`config.mk`:
```
export PLATFORM = sky130hd
export DESIGN_NAME = mem_stage
export DESIGN_NICKNAME = d
export VERILOG_FILES = /design/src/rtl/riscv_pkg.sv /design/src/rtl/lsu_align.sv /design/src/rtl/mem_stage.sv
export SDC_FILE = /design/constraint.sdc
export NUM_CORES = 1
export LEC_CHECK = 0
export BUFFER_PORTS_ARGS = -buffer_cell sky130_fd_sc_hd__buf_4
export CAP_MARGIN = 15
export CORE_AREA = 4 4 124 126
export CTS_BUF_LIST = sky130_fd_sc_hd__clkbuf_2
export CTS_CLUSTER_SIZE = 28
export DETAILED_ROUTE_END_ITERATION = 6
export DIE_AREA = 0 0 128 130
export PLACE_DENSITY = 0.86
export SYNTH_ARGS = -nofsm -noshare
export SYNTH_HDL_FRONTEND = slang
export SYNTH_HIERARCHICAL = 1
export SYNTH_SLANG_ARGS = --single-unit
```
`constraint.sdc`:
```
create_clock -name clk -period 5.7 [get_ports clk]
set_input_delay 1.14 -clock clk [delete_from_list [all_inputs] [get_ports clk]]
set_output_delay 1.14 -clock clk [all_outputs]
set_load 0.01 [all_outputs]
```
`src/rtl/riscv_pkg.sv`:
```
// Shared RISC-V constants: datapath width, load/store funct3 codes and MEM-stage FSM states.
package riscv_pkg;
    localparam int XLEN = 32;

    localparam logic [2:0] F3_B  = 3'b000;
    localparam logic [2:0] F3_H  = 3'b001;
    localparam logic [2:0] F3_W  = 3'b010;
    localparam logic [2:0] F3_BU = 3'b100;
    localparam logic [2:0] F3_HU = 3'b101;

    typedef enum logic [1:0] {
        MEM_IDLE = 2'd0,
        MEM_REQ  = 2'd1,
        MEM_WAIT = 2'd2,
        MEM_DONE = 2'd3
    } mem_state_e;
endpackage

```
`src/rtl/lsu_align.sv`:
```
// Combinational lane logic: store strobes/replicated data, load lane select and extension,
// and alignment/size legality of the access.
module lsu_align
    import riscv_pkg::*;
(
    input  logic [2:0]      funct3_i,
    input  logic [1:0]      addr_lo_i,
    input  logic [XLEN-1:0] st_data_i,
    input  logic [XLEN-1:0] rdata_i,
    output logic [3:0]      wstrb_o,
    output logic [XLEN-1:0] wdata_o,
    output logic [XLEN-1:0] ldata_o,
    output logic            misal_o
);
    logic [XLEN-1:0] lane;

    always_comb begin
        wstrb_o = 4'hF;
        wdata_o = st_data_i;
        case (funct3_i[1:0])
            2'b00: begin
                wstrb_o = 4'b0001 << addr_lo_i;
                wdata_o = {4{st_data_i[7:0]}};
            end
            2'b01: begin
                wstrb_o = 4'b0011 << addr_lo_i;
                wdata_o = {2{st_data_i[15:0]}};
            end
            default: begin
                wstrb_o = 4'hF;
                wdata_o = st_data_i;
            end
        endcase
    end

    assign lane = rdata_i >> {addr_lo_i, 3'b000};

    always_comb begin
        case (funct3_i)
            F3_B:    ldata_o = {{24{lane[7]}}, lane[7:0]};
            F3_BU:   ldata_o = {24'h0, lane[7:0]};
            F3_H:    ldata_o = {{16{lane[15]}}, lane[15:0]};
            F3_HU:   ldata_o = {16'h0, lane[15:0]};
            default: ldata_o = lane;
        endcase
    end

    // Unsupported size codes are folded into the misaligned path so they are dropped.
    always_comb begin
        case (funct3_i)
            F3_B, F3_BU: misal_o = 1'b0;
            F3_H, F3_HU: misal_o = addr_lo_i[0];
            F3_W:        misal_o = |addr_lo_i;
            default:     misal_o = 1'b1;
        endcase
    end
endmodule

```
`src/rtl/mem_stage.sv`:
```
// RISC-V MEM stage: drives one outstanding valid/ready data-memory access, stalls upstream
// while it is in flight, and owns the MEM/WB pipeline register.
module mem_stage
    import riscv_pkg::*;
#(
    parameter int MAX_WAIT = 255
) (
    input  logic            clk,
    input  logic            rst,
    input  logic [XLEN-1:0] ExMem_AluResult,
    input  logic [XLEN-1:0] ExMem_AluB_Pc4,
    input  logic [2:0]      ExMem_Funct3,
    input  logic            ExMem_MemRead,
    input  logic            ExMem_MemWrite,
    input  logic            ExMem_MemToReg,
    input  logic [4:0]      ExMem_RegRd,
    input  logic            ExMem_RegWrite,
    output logic            dmem_req_valid,
    input  logic            dmem_req_ready,
    output logic [XLEN-1:0] dmem_addr,
    output logic            dmem_we,
    output logic [3:0]      dmem_wstrb,
    output logic [XLEN-1:0] dmem_wdata,
    input  logic            dmem_rsp_valid,
    input  logic [XLEN-1:0] dmem_rdata,
    output logic            mem_stall,
    output logic            mem_misalign,
    output logic            mem_err,
    output logic [4:0]      MemWb_RegRd,
    output logic            MemWb_RegWrite,
    output logic [XLEN-1:0] Wb_RegWData
);
    mem_state_e      state_q, state_d;
    logic [7:0]      cnt_q, cnt_d;
    logic            to_q, to_d;
    logic [XLEN-1:0] addr_q, wdata_q, ld_q;
    logic [3:0]      wstrb_q;
    logic            we_q;
    logic            misalign_q, err_q;

    logic [4:0]      wb_rd_q;
    logic            wb_we_q, wb_m2r_q;
    logic [XLEN-1:0] wb_alu_q, wb_ld_q;

    logic            memop, misal, start, last_wait;
    logic [3:0]      st_wstrb;
    logic [XLEN-1:0] st_wdata, ld_data;

    lsu_align u_align (
        .funct3_i  (ExMem_Funct3),
        .addr_lo_i (ExMem_AluResult[1:0]),
        .st_data_i (ExMem_AluB_Pc4),
        .rdata_i   (dmem_rdata),
        .wstrb_o   (st_wstrb),
        .wdata_o   (st_wdata),
        .ldata_o   (ld_data),
        .misal_o   (misal)
    );

    assign memop     = ExMem_MemRead | ExMem_MemWrite;
    assign start     = (state_q == MEM_IDLE) & memop & ~misal;
    assign last_wait = (cnt_q == 8'(MAX_WAIT - 1));

    // Timeout wins over a late request handshake; a response in WAIT wins over timeout.
    always_comb begin
        state_d = state_q;
        cnt_d   = cnt_q;
        to_d    = to_q;
        case (state_q)
            MEM_IDLE: begin
                cnt_d = 8'd0;
                to_d  = 1'b0;
                if (start) state_d = MEM_REQ;
            end
            MEM_REQ: begin
                cnt_d = cnt_q + 8'd1;
                if (last_wait) begin
                    state_d = MEM_DONE;
                    to_d    = 1'b1;
                end else if (dmem_req_ready) begin
                    state_d = MEM_WAIT;
                end
            end
            MEM_WAIT: begin
                cnt_d = cnt_q + 8'd1;
                if (dmem_rsp_valid) begin
                    state_d = MEM_DONE;
                end else if (last_wait) begin
                    state_d = MEM_DONE;
                    to_d    = 1'b1;
                end
            end
            default: begin
                cnt_d   = 8'd0;
                state_d = MEM_IDLE;
            end
        endcase
    end

    assign mem_stall      = start | (state_q == MEM_REQ) | (state_q == MEM_WAIT);
    assign dmem_req_valid = (state_q == MEM_REQ);
    assign dmem_addr      = addr_q;
    assign dmem_we        = we_q;
    assign dmem_wstrb     = wstrb_q;
    assign dmem_wdata     = wdata_q;

    always_ff @(posedge clk) begin
        if (rst) begin
            state_q    <= MEM_IDLE;
            cnt_q      <= 8'd0;
            to_q       <= 1'b0;
            addr_q     <= '0;
            wdata_q    <= '0;
            wstrb_q    <= 4'h0;
            we_q       <= 1'b0;
            ld_q       <= '0;
            misalign_q <= 1'b0;
            err_q      <= 1'b0;
            wb_rd_q    <= 5'd0;
            wb_we_q    <= 1'b0;
            wb_m2r_q   <= 1'b0;
            wb_alu_q   <= '0;
            wb_ld_q    <= '0;
        end else begin
            state_q    <= state_d;
            cnt_q      <= cnt_d;
            to_q       <= to_d;
            misalign_q <= 1'b0;
            err_q      <= 1'b0;

            if (start) begin
                addr_q  <= {ExMem_AluResult[XLEN-1:2], 2'b00};
                we_q    <= ExMem_MemWrite;
                wstrb_q <= ExMem_MemWrite ? st_wstrb : 4'h0;
                wdata_q <= st_wdata;
            end

            if ((state_q == MEM_WAIT) && dmem_rsp_valid) ld_q <= ld_data;

            // MEM/WB: bubble while stalled, commit from DONE, pass through otherwise.
            if (mem_stall) begin
                wb_we_q <= 1'b0;
            end else begin
                wb_rd_q  <= ExMem_RegRd;
                wb_m2r_q <= ExMem_MemToReg;
                wb_alu_q <= ExMem_AluResult;
                wb_ld_q  <= ld_q;
                if (state_q == MEM_DONE) begin
                    wb_we_q <= ExMem_RegWrite & ~to_q;
                    err_q   <= to_q;
                end else begin
                    wb_we_q    <= ExMem_RegWrite & ~memop;
                    misalign_q <= memop;
                end
            end
        end
    end

    assign mem_misalign   = misalign_q;
    assign mem_err        = err_q;
    assign MemWb_RegRd    = wb_rd_q;
    assign MemWb_RegWrite = wb_we_q;
    assign Wb_RegWData    = wb_m2r_q ? wb_ld_q : wb_alu_q;
endmodule

```
==> impl_results.md <==
- Synthesized cell area: 8290 um^2
- Cells on worst reg2reg path: 7
- #FFs+latches synth: 183
- Layout fillers: 1224
- Worst-path clk slew: 0.27 ns
- Worst Min Path Start: ld_q[10]
- Root Buffer: clkbuf_2
- Layout cells sized above 1: 0.276
- Worst Tran Pin Value: 1.11 ns
- CTS max path bufs: 2
- Postcts setup bufs: 0
- Clock insertion delay at the later pin of the skew report: 0.75 ns
- Pin count of the biggest net entering global routing: 120
- Setup WS pre-CTS: between 1.5 and 2 ns
- Yosys top cell by area: dfxtp_1
- Gr usage total: 0.250
- DIE AREA: 16600 um^2
- Hold crit path type: flop to flop
- Syn-to-layout area delta: 20.2%
- Setup slack, reg-to-reg: 3.19 ns
- Synth area leaders: dfxtp_1 44%, nand2_1 17%, a21oi_1 11%, mux2_2 7.6%, buf_6 2.6%
- Maximum capacitance violations: 0
- Final nets: 1316
- Std-Cell Rows: 44
- FF-to-FF End: dmem_wdata[6]
- Pwr Density: 346 nW/um^2
- CTS H-Tree Depth: 4
- Post-synth top flop: dfxtp_1
- Async S/R FF share, synth: 0
- Die W: around 130 um
- I/O pin count: 223
- Worst EP required: 4.56 ns
- Port Buf Inserts: 220
- Post-DR vias/cell: around 5.3
- Maximum resistive drop on vdd: between 200 and 300 uV
- Post-synth EDFFs: 0
- CP Launch Type: primary input
- Fin. Hold Viols: 0
- Hold Crit Depth: 2
- CP startpoint: ExMem_AluResult[0]
- Effective utilization at floorplan: 0.579
- Die Y: 130 um
- CTS Buf Count: 17
- CP Capture Type: output port
- First-pass GRT wire length: 33400 um
- Footprint of the multi-input gates: 4060 um^2
- Critical R2R Launch: state_q[0]
- 1st-iter DRT viols: roughly 420
- Leakage: 4.16 nW
- Synth Warn #: 6
- Crit path arrival time: roughly 2.7 ns
- RePlAce Congestion: 0.842
- Drt wl/cell: 15.4 um
- Period minus WS final: around 3.9 ns
- Vias in the first global route: 6998
- Count leader, synth: nand2_1
- Hold Path Sink: wb_ld_q[10]
- Top cell type's share of synthesized area: 0.442
- CP Class: primary input to output port
- Remaining DRCs: 0
- Grt total ovfl: 0
- Antenna Violating Nets Remaining: 0
- Max-slew headroom: 0.260
- F_max: about 0.26 GHz
- CORE AREA: ~14000 um^2
- Vias: 7394
- CTS Sinks: about 180
- Setup_tns: 0 ns
- Syn Inst Count: 1038
- PnR worst setup slack: 1.84 ns
- Post-cts resize count: 0
- Syn avg cell area: 7.99 um^2
- Clock skew: 0.0353 ns
- RSZ-0062 raised after global routing: false
- Storage cell area: 3660 um^2
- Total iterations of the first detailed-routing run: 5
- CTS hold repair buffers: 0
- Sequential share of the synthesized area: 0.442
- Max FO, Critical Path: 73
- Status: completed
- Antenna violations before repair: 1
- DP Wirelength: 15100 um
- Setup violators final: 0
- Cell variety after synth: 49
- Total power: ~3.4 mW
- Slew Viols, Final: 0
- CTS tree: yes
- Final worst-path cycle share: 0.678
- Final wirelength: 21400 um
- Commonest cells post-synth: 367 x nand2_1, 183 x dfxtp_1, 178 x a21oi_1
==> final cells by class <==
class / instances / area share
clock buffers: 18 / 0.00904
multi-input cells: 762 / 0.407
inverters: 7 / 0.00339
repair buffers: 226 / 0.173
well taps: 184 / 0.0231
clock inverters: 12 / 0.0169
flip-flops and latches: 183 / 0.368
diodes: 1 / 0.000251
==> metrics by stage <==
step / instances / cell area [um^2] / util / hold slack, ns
global placement: 1361 / 9680 / 0.676 / 0.439
floorplan: 1039 / 8300 / - / 0.432
global route: 1393 / 9970 / 0.696 / 0.463
CTS: 1391 / 9940 / 0.694 / 0.430
finish: 1393 / 9970 / 0.696 / 0.425
detailed placement: 1361 / 9680 / 0.676 / 0.443
==> how the worst max path moves through the flow <==
stage	cells after the start	end	slack, ns
floorplan	10	mem_stall	1.89
global placement	7	mem_stall	1.86
detailed placement	7	mem_stall	1.82
CTS	7	mem_stall	1.83
global route	7	mem_stall	1.69
finish	7	mem_stall	1.84
==> where the power goes <==
part           switching, mW  leakage, nW  internal, mW
sequential            0.0909         1.49          1.44
combinational          0.718         2.52         0.482
clock                  0.460        0.150         0.252
total                   1.27         4.16          2.18
==> placed cells by master (no fill, tap or decap), types with 7 or more instances in the layout <==
| cell | Yosys | layout |
|---|---|---|
| nand2_1 | 367 | 367 |
| buf_4 | 14 | 224 |
| dfxtp_1 | 183 | 183 |
| a21oi_1 | 178 | 178 |
| mux2_2 | 56 | 56 |
| nor2_1 | 37 | 37 |
| mux2i_1 | 19 | 19 |
| clkbuf_2 | 0 | 18 |
| a211oi_1 | 14 | 14 |
| o21ai_0 | 10 | 10 |
| ha_1 | 7 | 7 |
| nor2b_1 | 7 | 7 |
==> registers in the layout, summed over array words and instances, names as in the netlist <==
signal,cells
dmem_wstrb,4
cnt_q,8
wb_alu_q,32
dmem_we,1
mem_err,1
MemWb_RegWrite,1
ld_q,32
mem_misalign,1
dmem_wdata,32
wb_ld_q,32
wb_m2r_q,1
MemWb_RegRd,5
to_q,1
dmem_addr,30
state_q,2
==> logic make-up (layout without fill, tap and decap cells) <==
| group | count (synthesis) | after routing | share of synthesized area |
|---|---|---|---|
| simple gates | 454 | 454 | 0.226 |
| compound gates | 216 | 216 | 0.141 |
| flops | 183 | 183 | 0.442 |
| buf+inv | 94 | 263 | 0.0708 |
| mux | 77 | 77 | 0.103 |
| fa+ha+maj | 7 | 7 | 0.0106 |
| xor+xnor | 6 | 6 | 0.00634 |
| other cells | 1 | 3 | 0.000452 |
==> worst max-delay path, cell delays in order <==
cell	delay (ns)
buf_4	0.26
nor4_1	0.33
nor2_1	0.08
and2b_1	0.28
a21boi_4	0.10
inv_8	0.29
buf_4	0.20
==> routing by layer <==
metal / GRT usage / vias to the layer above / wire length (um)
li1: - / 3727 / -
met1: 0.284 / 3393 / 8390
met2: 0.452 / 238 / 10900
met3: 0.0757 / 36 / 1630
met4: 0.0811 / 0 / 459
met5: 0 / - / 0
No activity file was read; power rests on OpenSTA's default activity.
